==> config.mk <==
export PLATFORM = sky130hd
export DESIGN_NAME = frame_write_arbiter_flat
export DESIGN_NICKNAME = d
export VERILOG_FILES = /design/src/rtl/frame_write_arbiter_if.sv /design/src/rtl/frame_write_arbiter.sv /design/src/flat_wrapper.sv
export SDC_FILE = /design/constraint.sdc
export NUM_CORES = 1
export LEC_CHECK = 0
export ABC_AREA = 1
export CORE_ASPECT_RATIO = 0.75
export CORE_MARGIN = 10
export CORE_UTILIZATION = 35
export CTS_BUF_LIST = sky130_fd_sc_hd__clkbuf_8 sky130_fd_sc_hd__clkbuf_16
export DETAILED_ROUTE_END_ITERATION = 10
export PLACE_DENSITY = 0.66
export SLEW_MARGIN = 0
export SYNTH_ARGS = -nofsm -noshare
export SYNTH_HDL_FRONTEND = slang
export SYNTH_SLANG_ARGS = --single-unit
==> constraint.sdc <==
create_clock -name clk -period 2 [get_ports clk]
set_input_delay 0.4 -clock clk [delete_from_list [all_inputs] [get_ports clk]]
set_output_delay 0.4 -clock clk [all_outputs]
set_load 0.005 [all_outputs]
==> src/rtl/frame_write_arbiter_if.sv <==
// Port bundle for the frame buffer write arbiter: pixel stream, fill command and buffer write side.
// The slave modport is the arbiter; the master modport is whoever drives requests and watches the buffer.
interface frame_write_arbiter_if #(
  parameter int ADDR_W = 19,
  parameter int DATA_W = 8
);
  logic              s_valid;
  logic              s_ready;
  logic [9:0]        s_x;
  logic [8:0]        s_y;
  logic [DATA_W-1:0] s_data;

  logic              fill_start;
  logic [9:0]        fill_x0;
  logic [9:0]        fill_x1;
  logic [8:0]        fill_y0;
  logic [8:0]        fill_y1;
  logic [DATA_W-1:0] fill_color;
  logic              fill_busy;
  logic              fill_done;
  logic              err_oob;

  logic [ADDR_W-1:0] wraddress;
  logic [DATA_W-1:0] write_data;
  logic              wren;

  modport slave (
    input  s_valid, s_x, s_y, s_data,
    input  fill_start, fill_x0, fill_x1, fill_y0, fill_y1, fill_color,
    output s_ready, fill_busy, fill_done, err_oob,
    output wraddress, write_data, wren
  );

  modport master (
    output s_valid, s_x, s_y, s_data,
    output fill_start, fill_x0, fill_x1, fill_y0, fill_y1, fill_color,
    input  s_ready, fill_busy, fill_done, err_oob,
    input  wraddress, write_data, wren
  );
endinterface

==> src/rtl/frame_write_arbiter.sv <==
// Shares the single frame buffer write port between a pixel stream and a rectangle-fill engine.
// The stream has priority; a bounded stream run forces a fill slot so the fill always progresses.
//
// state | meaning
// IDLE  | no fill in flight, fill_start is sampled
// RUN   | fill in flight, granted whenever the stream does not take the port
// DONE  | one-cycle fill_done pulse, then back to IDLE
module frame_write_arbiter #(
  parameter int H_RES          = 640,
  parameter int V_RES          = 480,
  parameter int ADDR_W         = 19,
  parameter int DATA_W         = 8,
  parameter int MAX_STREAM_RUN = 15
) (
  input  logic clk,
  input  logic reset_n,
  frame_write_arbiter_if.slave bus
);
  localparam int CNT_W = $clog2(MAX_STREAM_RUN + 1);
  localparam logic [CNT_W-1:0]  RUN_MAX = CNT_W'(MAX_STREAM_RUN);
  localparam logic [9:0]        X_LAST  = 10'(H_RES - 1);
  localparam logic [8:0]        Y_LAST  = 9'(V_RES - 1);
  localparam logic [ADDR_W-1:0] LINE    = ADDR_W'(H_RES);

  typedef enum logic [1:0] {IDLE, RUN, DONE} state_t;
  state_t state, state_nx;

  logic [CNT_W-1:0]  run_cnt;
  logic [9:0]        x0_q, x1_q, cx;
  logic [8:0]        y1_q, cy;
  logic [ADDR_W-1:0] row_base;
  logic [DATA_W-1:0] color_q;

  logic              accept, in_range, fill_grant, load, last_pix, fill_empty, ready;
  logic [9:0]        x1_clamp;
  logic [8:0]        y1_clamp;
  logic [ADDR_W-1:0] s_addr, start_base;

  logic              wren_q, err_q;
  logic [ADDR_W-1:0] addr_q;
  logic [DATA_W-1:0] data_q;

  assign ready    = !(state == RUN && run_cnt == RUN_MAX);
  assign accept   = bus.s_valid && ready;
  assign in_range = (bus.s_x < 10'(H_RES)) && (bus.s_y < 9'(V_RES));
  assign s_addr   = ADDR_W'(bus.s_y) * LINE + ADDR_W'(bus.s_x);

  assign x1_clamp   = (bus.fill_x1 > X_LAST) ? X_LAST : bus.fill_x1;
  assign y1_clamp   = (bus.fill_y1 > Y_LAST) ? Y_LAST : bus.fill_y1;
  assign fill_empty = (bus.fill_x0 > x1_clamp) || (bus.fill_y0 > y1_clamp) ||
                      (bus.fill_x0 >= 10'(H_RES)) || (bus.fill_y0 >= 9'(V_RES));
  // The one multiply on the fill side happens once at load; stepping rows is an add.
  assign start_base = ADDR_W'(bus.fill_y0) * LINE;
  assign last_pix   = (cx == x1_q) && (cy == y1_q);

  always_ff @(posedge clk or negedge reset_n) begin
    if (!reset_n) state <= IDLE;
    else          state <= state_nx;
  end

  always_comb begin
    state_nx   = state;
    fill_grant = 1'b0;
    load       = 1'b0;
    case (state)
      IDLE: begin
        if (bus.fill_start) begin
          load     = 1'b1;
          state_nx = fill_empty ? DONE : RUN;
        end
      end
      RUN: begin
        if (!accept) begin
          fill_grant = 1'b1;
          if (last_pix) state_nx = DONE;
        end
      end
      DONE:    state_nx = IDLE;
      default: state_nx = IDLE;
    endcase
  end

  always_ff @(posedge clk or negedge reset_n) begin
    if (!reset_n) begin
      x0_q     <= '0;
      x1_q     <= '0;
      y1_q     <= '0;
      cx       <= '0;
      cy       <= '0;
      row_base <= '0;
      color_q  <= '0;
    end else if (load) begin
      x0_q     <= bus.fill_x0;
      x1_q     <= x1_clamp;
      y1_q     <= y1_clamp;
      cx       <= bus.fill_x0;
      cy       <= bus.fill_y0;
      row_base <= start_base;
      color_q  <= bus.fill_color;
    end else if (fill_grant) begin
      if (cx < x1_q) begin
        cx <= cx + 10'd1;
      end else begin
        cx       <= x0_q;
        cy       <= cy + 9'd1;
        row_base <= row_base + LINE;
      end
    end
  end

  always_ff @(posedge clk or negedge reset_n) begin
    if (!reset_n)                      run_cnt <= '0;
    else if (state != RUN || fill_grant) run_cnt <= '0;
    else if (accept && run_cnt != RUN_MAX) run_cnt <= run_cnt + CNT_W'(1);
  end

  // A dropped out-of-range pixel still completes its handshake but leaves the address/data untouched.
  always_ff @(posedge clk or negedge reset_n) begin
    if (!reset_n) begin
      wren_q <= 1'b0;
      err_q  <= 1'b0;
      addr_q <= '0;
      data_q <= '0;
    end else begin
      wren_q <= (accept && in_range) || fill_grant;
      err_q  <= accept && !in_range;
      if (accept && in_range) begin
        addr_q <= s_addr;
        data_q <= bus.s_data;
      end else if (fill_grant) begin
        addr_q <= row_base + ADDR_W'(cx);
        data_q <= color_q;
      end
    end
  end

  assign bus.s_ready    = ready;
  assign bus.fill_busy  = (state == RUN);
  assign bus.fill_done  = (state == DONE);
  assign bus.err_oob    = err_q;
  assign bus.wren       = wren_q;
  assign bus.wraddress  = addr_q;
  assign bus.write_data = data_q;
endmodule

==> src/flat_wrapper.sv <==
// flat-port wrapper written by rule: the top's interface ports become plain ports
module frame_write_arbiter_flat 
#(
  parameter int H_RES          = 640,
  parameter int V_RES          = 480,
  parameter int ADDR_W         = 19,
  parameter int DATA_W         = 8,
  parameter int MAX_STREAM_RUN = 15
)
  (clk, reset_n, bus_s_valid, bus_s_x, bus_s_y, bus_s_data, bus_fill_start, bus_fill_x0, bus_fill_x1, bus_fill_y0, bus_fill_y1, bus_fill_color, bus_s_ready, bus_fill_busy, bus_fill_done, bus_err_oob, bus_wraddress, bus_write_data, bus_wren);
  frame_write_arbiter_if #(.ADDR_W(ADDR_W), .DATA_W(DATA_W)) bus_i ();
  input  logic clk;
  input  logic reset_n;
  input wire logic [$bits(bus_i.s_valid)-1:0] bus_s_valid;
  input wire logic [$bits(bus_i.s_x)-1:0] bus_s_x;
  input wire logic [$bits(bus_i.s_y)-1:0] bus_s_y;
  input wire logic [$bits(bus_i.s_data)-1:0] bus_s_data;
  input wire logic [$bits(bus_i.fill_start)-1:0] bus_fill_start;
  input wire logic [$bits(bus_i.fill_x0)-1:0] bus_fill_x0;
  input wire logic [$bits(bus_i.fill_x1)-1:0] bus_fill_x1;
  input wire logic [$bits(bus_i.fill_y0)-1:0] bus_fill_y0;
  input wire logic [$bits(bus_i.fill_y1)-1:0] bus_fill_y1;
  input wire logic [$bits(bus_i.fill_color)-1:0] bus_fill_color;
  output wire logic [$bits(bus_i.s_ready)-1:0] bus_s_ready;
  output wire logic [$bits(bus_i.fill_busy)-1:0] bus_fill_busy;
  output wire logic [$bits(bus_i.fill_done)-1:0] bus_fill_done;
  output wire logic [$bits(bus_i.err_oob)-1:0] bus_err_oob;
  output wire logic [$bits(bus_i.wraddress)-1:0] bus_wraddress;
  output wire logic [$bits(bus_i.write_data)-1:0] bus_write_data;
  output wire logic [$bits(bus_i.wren)-1:0] bus_wren;
  assign bus_i.s_valid = bus_s_valid;
  assign bus_i.s_x = bus_s_x;
  assign bus_i.s_y = bus_s_y;
  assign bus_i.s_data = bus_s_data;
  assign bus_i.fill_start = bus_fill_start;
  assign bus_i.fill_x0 = bus_fill_x0;
  assign bus_i.fill_x1 = bus_fill_x1;
  assign bus_i.fill_y0 = bus_fill_y0;
  assign bus_i.fill_y1 = bus_fill_y1;
  assign bus_i.fill_color = bus_fill_color;
  assign bus_s_ready = bus_i.s_ready;
  assign bus_fill_busy = bus_i.fill_busy;
  assign bus_fill_done = bus_i.fill_done;
  assign bus_err_oob = bus_i.err_oob;
  assign bus_wraddress = bus_i.wraddress;
  assign bus_write_data = bus_i.write_data;
  assign bus_wren = bus_i.wren;
  frame_write_arbiter #(.H_RES(H_RES), .V_RES(V_RES), .ADDR_W(ADDR_W), .DATA_W(DATA_W), .MAX_STREAM_RUN(MAX_STREAM_RUN)) u_core (.clk(clk), .reset_n(reset_n), .bus(bus_i));
endmodule
==> summary.txt <==
Power and ir drop
  – Maximum vdd drop: between 0.0006 and 0.0007 V
  – Pint: 6.61 mW
  – PD cells: roughly 1100 nW/um2
  – Clock share of power: roughly 15%
  – Sequential Power Share: between 30% and 40%
  – Comb power frac: about 53%
  – Switch Pwr: 4.77 mW
  – Lkg Pwr: 4.87 nW
  – Sw frac: roughly two fifths
  – Overall power: between 10 and 15 mW

Layout
  – Nets: approximately 1300
  – Most common cell after layout, fill and taps aside: nand2_1
  – P&R area growth vs syn: 43.6%
  – N_diodes: 0
  – Leading cell types in the layout, fill and taps excluded: nand2_1 (222), buf_4 (115), inv_1 (107)
  – Post-route insts no fill: between 1000 and 1500
  – Final core occ: ~50%
  – Design Area, Final: 10200 um2
  – Share of cells above drive strength 1: 23.3%

STA
  – Setup tns final: 0 ns
  – RSZ-0062 raised after global routing: true
  – Fmax: slightly above 0.5 GHz
  – Final hold viol count: 0
  – Final min period: 1.94 ns
  – Slew Limit Fails: 0
  – Clock skew: approximately 0.0084 ns
  – Final worst slack: roughly 0.056 ns
  – WHS: 0.421 ns
  – Worst Max-Slew Pin Slew: 0.388 ns
  – Final Cycle Share: 97.2%
  – Final count of negative-setup-slack endpoints: 0
  – Worst slew margin: around 74%

Placed design
  – Worst slack, placed: -0.755 ns
  – PortBufs: 108
  – Placed instance count: 1375
  – Hpwl dp: around 17 mm
  – GPL Wtd Cong: around 0.91
  – Placed inst area: between 9000 and 10000 um2

Worst setup path
  – Crit path cell chain: buf_8, ha_4, ha_4, inv_2, fa_2, inv_2, nand3_4, nor2_4, nand3_4, nor2_4, nand2_2, nand2_1, nand2_1, a21oi_1
  – Crit path max fanout: 3
  – Critical path endpoint category: flip-flop
  – Crit-path slowest cell: fa_2
  – Worst EP arrival: 2.23 ns
  – Required time worst endpoint: approximately 2.3 ns
  – Critical path class: input port to flip-flop
  – Type of element launching the critical path: input port
  – Largest stage delay, worst path: between 0.4 and 0.5 ns
  – R2R cell count: 10

Synthesis
  – Sequential share of the synthesized area: 36.3%
  – Avg Cell Area, Syn: between 7 and 8 um2
  – Mapped Area: 7090 um2
  – Yosys warns: 0
  – Yosys cell types: 45
  – Post-synthesis cell count: about 930
  – Post-synth EDFFs: 0
  – Flops & latches, synth: ~100
  – Asr flop ratio synth: 100%
  – Syn Nets: about 1100
  – Ys flop type: dfrtp_1

Detailed routing
  – Max layer used: met4
  – Met3 wire length: approximately 1.2 mm
  – Initial DRC count: around 440
  – Met2 wire len: approximately 9.6 mm
  – Post-route DRC: 0
  – Drt pass-1 iters: 6
  – Final WL: about 21 mm
  – Routed Antenna Nets: 0
  – Routed len/inst: approximately 15 um
  – M1 WL: 10.2 mm
  – Via-to-Cell Ratio: 4.93
  – Vias: between 6000 and 7000

Floorplanning
  – Die width: ~180 um
  – Core Region: around 20000 um2
  – Die height: roughly 140 um
  – Initial Util: a little over a third
  – Num ports: approximately 110
  – Rows: 45
  – Die area: around 26000 um2

Clock tree
  – Clk Latency, worst-skew pair: roughly 0.36 ns
  – TritonCTS Sinks: ~100
  – Clock tree from TritonCTS: yes
  – CTS clk-pin slew, worst paths: 0.07 ns
  – CTS Buf Count: 9
  – CTS H-tree depth: 3
  – Root Buffer: clkbuf_16
  – Clock buffer depth: 2

Global routing
  – Largest net degree at the start of global routing: 39
  – First-pass GRT wire length: around 34 mm
  – Gr usage total: 15.9%
  – Initial antenna violation count: 0
  – Vias in the first global route: a little under 7000
  – GR Overflow Total: 0

Worst hold path
  – Worst hold path type: input port to flip-flop
  – Hold path depth: 4

Flow run
  – Count of max-cap constraint violations: 0

Outcome
  – Status: complete, no violations
## cells in the mapped netlist (11+ instances only)
| master | number | area share [%] |
|---|---|---|
| a21oi_1 | 48 | 3.4 |
| buf_2 | 11 | 0.78 |
| dfrtp_1 | 103 | 36 |
| ha_1 | 67 | 12 |
| inv_1 | 117 | 6.2 |
| nand2_1 | 241 | 13 |
| nand3_1 | 51 | 3.6 |
| nand4_1 | 18 | 1.6 |
| nor2_1 | 70 | 3.7 |
| nor3_1 | 11 | 0.78 |
| o211ai_1 | 20 | 2.1 |
| o21ai_0 | 68 | 4.8 |
| xor2_1 | 16 | 2.0 |
## metal layers
layer,up-vias,GRT usage [%]
li1,3531,-
met1,3239,22.2
met2,160,24.7
met3,27,3.25
met4,0,3.18
met5,-,0
## power groups by stage
stage	combinational [mW]	clock (mW)	sequential [mW]
floorplan	3.30	0	3.55
global placement	5.41	0	3.67
detailed placement	5.49	0	3.69
CTS	5.64	1.75	3.66
global route	6.74	1.84	3.78
finish	5.99	1.71	3.67
## final cells by class
type,instances,area [um2]
clock buffer,9,225
clock inverter,7,57.6
fill,1869,9910
inverter,124,473
multi-input combinational,679,4440
sequential,103,2580
tap,258,323
timing repair buffer,232,2100
## sequential cells by signal, indices dropped and copies added, names as in the netlist, 8 cells and up
signal and flops:
u_core.y1_q 9, u_core.row_base 12, u_core.color_q 8, u_core.x1_q 10, u_core.cx 10, u_core.bus.write_data 8
u_core.x0_q 10, u_core.cy 9, u_core.bus.wraddress 19
## what timing repair did
action	4_1_cts	5_1_grt
pin swaps	25	42
setup buffers	7	13
gates resized for setup	67	89
setup endpoints to repair	28	40
hold endpoints to repair	24	0
hold buffers	1	0
## kinds of logic (layout without fill, tap and decap cells)
| family | Yosys count | count (layout) | share of synthesized area, % |
|---|---|---|---|
| compound gates | 172 | 172 | 14.1 |
| xor+xnor | 21 | 21 | 2.59 |
| fa+ha+maj | 70 | 70 | 12.7 |
| buf+inv | 149 | 372 | 8.89 |
| flops | 103 | 103 | 36.3 |
| simple gates | 416 | 416 | 25.4 |
## final timing paths
kind	start	endpoint	slack, ns
max in group asynchronous	reset_n	u_core.bus.write_data[1]$_DFFE_PN0P_	0.94
setup / recovery	bus_s_y[3]	u_core.bus.wraddress[18]$_DFFE_PN0P_	0.06
hold reg to reg	u_core.x0_q[5]$_DFFE_PN0P_	u_core.x0_q[5]$_DFFE_PN0P_	0.48
hold / removal	bus_fill_y1[6]	u_core.y1_q[6]$_DFFE_PN0P_	0.42
min in group asynchronous	reset_n	u_core.cx[3]$_DFFE_PN0P_	0.51
setup reg to reg	u_core.cx[8]$_DFFE_PN0P_	u_core.cy[2]$_DFFE_PN0P_	0.13
## worst max-delay path, delay by kind of cell
kind	cells	cell delay, ns
AOI/OAI and AO/OA	1	0.13
buffers and inverters	3	0.24
adders and majority gates	3	0.83
and+or+nand+nor	7	0.61
No activity file was read; power rests on OpenSTA's default activity.
